## config.mk

```make
export PLATFORM = sky130hd
export DESIGN_NAME = slave_in_port_burst
export DESIGN_NICKNAME = d
export VERILOG_FILES = /design/src/rtl/slave_in_port_burst.sv
export SDC_FILE = /design/constraint.sdc
export NUM_CORES = 1
export LEC_CHECK = 0
export ABC_AREA = 1
export BUFFER_PORTS_ARGS = -buffer_cell sky130_fd_sc_hd__clkbuf_2
export CORE_UTILIZATION = 61
export CTS_CLUSTER_DIAMETER = 80
export DETAILED_ROUTE_END_ITERATION = 10
export GPL_TIMING_DRIVEN = 0
export PLACE_DENSITY = 0.88
export SLEW_MARGIN = 0
export SYNTH_ARGS = -nofsm -noshare
export SYNTH_HDL_FRONTEND = slang
export SYNTH_SLANG_ARGS = --single-unit
```

## constraint.sdc

```tcl
create_clock -name clk -period 3.2 [get_ports clk]
set_input_delay 0.64 -clock clk [delete_from_list [all_inputs] [get_ports clk]]
set_output_delay 0.64 -clock clk [all_outputs]
set_load 0.05 [all_outputs]
```

## src/rtl/slave_in_port_burst.sv

```systemverilog
// Serial slave receive port: LSB-first address/burst header, optional write data beats,
// one {write, address, data} entry per beat pushed into a first-word-fall-through FIFO.
module slave_in_port_burst #(
  parameter int unsigned ADDR_WIDTH  = 12,
  parameter int unsigned DATA_WIDTH  = 8,
  parameter int unsigned BURST_WIDTH = 4,
  parameter int unsigned FIFO_DEPTH  = 4
) (
  input  logic                          clk,
  input  logic                          reset,
  input  logic                          rx_address,
  input  logic                          rx_burst,
  input  logic                          rx_data,
  input  logic                          master_valid,
  input  logic                          write_en,
  input  logic                          read_en,
  output logic                          slave_ready,
  output logic                          rx_done,
  output logic                          out_valid,
  input  logic                          out_ready,
  output logic                          out_write,
  output logic [ADDR_WIDTH-1:0]         out_addr,
  output logic [DATA_WIDTH-1:0]         out_data,
  output logic [$clog2(FIFO_DEPTH):0]   fifo_count
);

  localparam int unsigned PtrW   = $clog2(FIFO_DEPTH);
  localparam int unsigned AcntW  = $clog2(ADDR_WIDTH + 1);
  localparam int unsigned DcntW  = $clog2(DATA_WIDTH + 1);
  localparam int unsigned EntryW = 1 + ADDR_WIDTH + DATA_WIDTH;

  localparam logic [PtrW:0]    CntFull  = (PtrW + 1)'(FIFO_DEPTH);
  localparam logic [PtrW:0]    CntOne   = (PtrW + 1)'(1);
  localparam logic [PtrW-1:0]  PtrOne   = PtrW'(1);
  localparam logic [AcntW-1:0] AcntLast = AcntW'(ADDR_WIDTH - 1);
  localparam logic [AcntW-1:0] AcntBurst = AcntW'(BURST_WIDTH);
  localparam logic [DcntW-1:0] DcntLast = DcntW'(DATA_WIDTH - 1);

  typedef enum logic [1:0] {StIdle, StHdr, StData} state_e;

  state_e                  state_q, state_d;
  logic                    op_write_q, op_write_d;
  logic [ADDR_WIDTH-1:0]   addr_q, addr_d, addr_shift;
  logic [BURST_WIDTH-1:0]  len_q, len_d, len_shift;
  logic [BURST_WIDTH-1:0]  beat_q, beat_d;
  logic [DATA_WIDTH-1:0]   data_q, data_d, data_shift;
  logic [AcntW-1:0]        acnt_q, acnt_d;
  logic [DcntW-1:0]        dcnt_q, dcnt_d;
  logic                    done_q, done_d;
  logic                    push, pop, accept;
  logic [EntryW-1:0]       push_entry;

  logic [EntryW-1:0]       mem_q [FIFO_DEPTH];
  logic [PtrW-1:0]         wr_ptr_q, rd_ptr_q;
  logic [PtrW:0]           count_q, count_d;

  // New bits enter at the MSB so that after a full field the first bit sits at bit 0.
  assign addr_shift = {rx_address, addr_q[ADDR_WIDTH-1:1]};
  assign len_shift  = BURST_WIDTH'({rx_burst, len_q} >> 1);
  assign data_shift = DATA_WIDTH'({rx_data, data_q} >> 1);

  assign slave_ready = (count_q != CntFull);
  assign accept      = master_valid && slave_ready;
  assign out_valid   = (count_q != '0);
  assign pop         = out_valid && out_ready;
  assign fifo_count  = count_q;
  assign rx_done     = done_q;
  assign {out_write, out_addr, out_data} = out_valid ? mem_q[rd_ptr_q] : '0;

  always_comb begin
    state_d    = state_q;
    op_write_d = op_write_q;
    addr_d     = addr_q;
    len_d      = len_q;
    beat_d     = beat_q;
    data_d     = data_q;
    acnt_d     = acnt_q;
    dcnt_d     = dcnt_q;
    done_d     = 1'b0;
    push       = 1'b0;
    push_entry = '0;
    unique case (state_q)
      StIdle: begin
        if (accept && (write_en ^ read_en)) begin
          op_write_d = write_en;
          addr_d     = addr_shift;
          len_d      = len_shift;
          acnt_d     = AcntW'(1);
          state_d    = StHdr;
        end
      end
      StHdr: begin
        if (accept) begin
          addr_d = addr_shift;
          if (acnt_q < AcntBurst) len_d = len_shift;
          if (acnt_q == AcntLast) begin
            if (op_write_q) begin
              beat_d  = '0;
              dcnt_d  = '0;
              state_d = StData;
            end else begin
              push       = 1'b1;
              push_entry = {1'b0, addr_shift, {DATA_WIDTH{1'b0}}};
              done_d     = 1'b1;
              state_d    = StIdle;
            end
          end else begin
            acnt_d = acnt_q + AcntW'(1);
          end
        end
      end
      StData: begin
        if (accept) begin
          data_d = data_shift;
          if (dcnt_q == DcntLast) begin
            push       = 1'b1;
            push_entry = {1'b1, addr_q + ADDR_WIDTH'(beat_q), data_shift};
            dcnt_d     = '0;
            if (beat_q == len_q) begin
              done_d  = 1'b1;
              state_d = StIdle;
            end else begin
              beat_d = beat_q + BURST_WIDTH'(1);
            end
          end else begin
            dcnt_d = dcnt_q + DcntW'(1);
          end
        end
      end
      default: state_d = StIdle;
    endcase
  end

  always_comb begin
    count_d = count_q;
    if (push && !pop) begin
      count_d = count_q + CntOne;
    end else if (!push && pop) begin
      count_d = count_q - CntOne;
    end
  end

  always_ff @(posedge clk or posedge reset) begin
    if (reset) begin
      state_q    <= StIdle;
      op_write_q <= 1'b0;
      addr_q     <= '0;
      len_q      <= '0;
      beat_q     <= '0;
      data_q     <= '0;
      acnt_q     <= '0;
      dcnt_q     <= '0;
      done_q     <= 1'b0;
      wr_ptr_q   <= '0;
      rd_ptr_q   <= '0;
      count_q    <= '0;
    end else begin
      state_q    <= state_d;
      op_write_q <= op_write_d;
      addr_q     <= addr_d;
      len_q      <= len_d;
      beat_q     <= beat_d;
      data_q     <= data_d;
      acnt_q     <= acnt_d;
      dcnt_q     <= dcnt_d;
      done_q     <= done_d;
      count_q    <= count_d;
      if (push) wr_ptr_q <= wr_ptr_q + PtrOne;
      if (pop)  rd_ptr_q <= rd_ptr_q + PtrOne;
    end
  end

  // Storage needs no reset: outputs are masked while the FIFO is empty.
  always_ff @(posedge clk) begin
    if (push) mem_q[wr_ptr_q] <= push_entry;
  end

endmodule

```

==> run_results.csv <==
group,metric,value,unit
global_routing,overflow,0,
clock_tree,cts_hold_buffers,0,
clock_tree,clock-sinks,130,
synth,synth_flop_cell,"edfxtp_1",
timing,setup_viol,0,
routing,route.detailed.drc,0,
min_path,hp-class,"in2async",
timing,grt_setup_unrepaired,"no",
pwr,powerDensity,959,nW/um2
synth,synth.distinct_cells,36,
global_routing,grt_pass1_vias,4564,
clock_tree,ctsResizeCount,0,
timing,fin_worst_skew,7.16,ps
routing,postRouteAntennaNets,0,
final_layout,fin_cells,839,
placed_design,place_area,6590,um2
clock_tree,cts_root_buffer,"clkbuf_8",
pwr,switching_share,43.5,%
synth,ys_warn_count,0,
timing,timing.final.crit_period,3050,ps
pwr,ir_drop,0.724,mV
floorplanning,start_util,62.9,%
pwr,p_seq_share,31.6,%
routing,wl_per_cell,16.5,um
pwr,comb_power_share,40.9,%
run,max_cap_viol_count,0,
final_layout,area_growth,17.2,%
clock_tree,clk_latency,530,ps
global_routing,grt_start_max_net_pins,31,
placed_design,hpwlAfterDp,9230,um
synth,netlist_area,6120,um2
final_layout,drive_gt1_share,14.3,%
final_layout,n_antenna_cell,0,
global_routing,grt_antenna_before_repair,0,
synth,synth-edff-count,84,
clock_tree,clk_pin_slew,60,ps
pwr,pwr-share-clk,27.4,%
final_layout,layout.nets,719,
outcome,status,"finished clean",
floorplanning,die_w,102,um
routing,num_vias,4807,
global_routing,grt_pass1_wl,21700,um
timing,fin_crit_sh,95.4,%
routing,wl,13900,um
floorplanning,die_height,102,um
floorplanning,core,9730,um2
clock_tree,cts.path.max_buffers,2,
floorplanning,io_pins,36,
clock_tree,cts_setup_buffers,0,
pwr,design_power_total,6880,uW
timing,finalMaxSlewViolations,0,
pwr,cellLeakagePower,0.00308,uW
timing,hold_viol_final,0,
synth,syn_inst,634,
clock_tree,cts_tree,"built",
clock_tree,numCtsBuffers,17,
synth,yosysSeqAreaShare,60.0,%
pwr,p_switching,3000,uW
placed_design,place_inst,807,
floorplanning,rows,36,
synth,synth_fp_nets,660,
setup_path,critical_path_class,"reg2out",
timing,clock.fmax,328,MHz
synth,syn_area_per_cell,9.66,um2
routing,first_pass_iters,6,
setup_path,end_kind,"output port",
global_routing,grt_usage,28.5,%
placed_design,gp_congestion,0.942,
setup_path,critPathMaxFanout,10,
timing,worstMarginPinSlew,602,ps
routing,drt_iter0_drc,483,
synth,synth-seq-cells,130,
synth,async_flop_share,35.4,%
placed_design,portBuffers,35,
floorplanning,dieArea,10400,um2
setup_path,startpoint_type,"register",
clock_tree,htreeDepth,4,
timing,setup_tns,0,ps
routing,avgViaCountPerCell,5.73,
pwr,p_int,3890,uW
timing,maxSlewHeadroom,59.4,%
setup_path,critPathRequiredTime,2560,ps
setup_path,worstPathArrival,2410,ps
final_layout,finalInstanceArea,7170,um2
-- state kept, by name, summed over array words and instances (netlist names) --
name,flops
data_q,7
rx_done,1
state_q,2
beat_q,4
len_q,4
rd_ptr_q,2
op_write_q,1
mem_q,84
fifo_count,3
acnt_q,4
wr_ptr_q,2
addr_q,12
dcnt_q,4
-- cell usage in the layout, fill, tap and decap left out, types with 7 or more instances in the layout --
cell,synthesis,final
a21oi_1,29,29
xor2_1,7,7
nor2_1,118,114
clkbuf_2,0,35
clkbuf_16,0,16
edfxtp_1,84,84
buf_2,8,8
nand3_1,28,28
ha_1,15,15
o21ai_0,62,62
nand2_1,118,118
o21ai_1,11,11
clkbuf_1,10,11
inv_1,52,51
dfrtp_1,46,46
-- path summary, 6_finish.rpt --
check / depth (start not counted) / startpoint / to / slack (ps)
min in group clk: 3 / rx_burst / len_q[3] / 310
worst min register to register: 2 / data_q[7] / data_q[7] / 490
worst min-delay path: 2 / reset / fifo_count[0] / 70
worst max-delay path: 6 / fifo_count[0] / out_addr[2] / 150
worst max register to register: 13 / state_q[1] / fifo_count[2] / 510
max in group asynchronous: 3 / reset / data_q[1] / 2640
-- kinds of logic after synthesis --
group           after synthesis  synth area share (%)
buf+inv                      78                  5.01
simple gates                286                  20.0
compound gates              111                  9.50
mux                           1                 0.184
flops                       130                  60.0
fa+ha+maj                    17                  3.72
xor+xnor                     11                  1.57
-- per-layer routing --
metal,routed length [um],vias to the layer above,track usage [%]
met1,5090,2247,33.5
met4,349,0,13.3
met5,0,-,0
met3,1360,39,7.39
met2,7070,284,49.1
li1,-,2237,-
-- synthesized netlist by cell type (2+ instances only) --
cell type	instances	area (um2)
o21ai_0	62	310
nor2_1	118	443
xnor2_1	4	35.0
nand2_1	118	443
xor2_1	7	61.3
ha_1	15	188
inv_2	5	18.8
o21ai_1	11	55.1
edfxtp_1	84	2520
inv_1	52	195
fa_1	2	40.0
buf_2	8	40.0
dfrtp_1	46	1150
nand4_1	6	37.5
a21oi_1	29	145
clkbuf_1	10	37.5
nor3_1	3	15.0
o22ai_1	6	37.5
nand3_1	28	140
nand2_4	2	22.5
nand2_2	3	18.8
-- through the flow --
stage	worst slack (ps)	hold WS (ps)	util, %
floorplan	42.5	453	-
global placement	-282	468	66.4
detailed placement	536	481	67.8
CTS	142	62.3	73.7
global route	26.8	89.9	73.7
finish	149	70.6	73.7
-- worst max-delay path, stage by stage (launching register included) --
cell and delay [ps]:
dfrtp_1 440, nor2_2 210, nand2_1 210, inv_1 150, clkbuf_1 450, a21oi_1 150, clkbuf_2 270
-- power groups by stage --
stage | Clock, uW | Sequential, uW | Combinational [uW]
after floorplan | 0 | 2220 | 2080
after global placement | 0 | 2180 | 2650
after detailed placement | 0 | 2200 | 2760
after CTS | 1900 | 2170 | 2800
after global routing | 1970 | 2200 | 3070
final | 1890 | 2170 | 2820
-- area by class of cell --
type / instances / area, um2
timing repair buffer: 40 / 293
multi-input combinational: 426 / 2150
fill: 632 / 2550
buffer: 20 / 88.8
clock inverter: 14 / 164
inverter: 58 / 218
sequential: 130 / 3670
clock buffer: 18 / 418
tap: 133 / 166
Note: power is estimated with default switching activity, not from simulation.
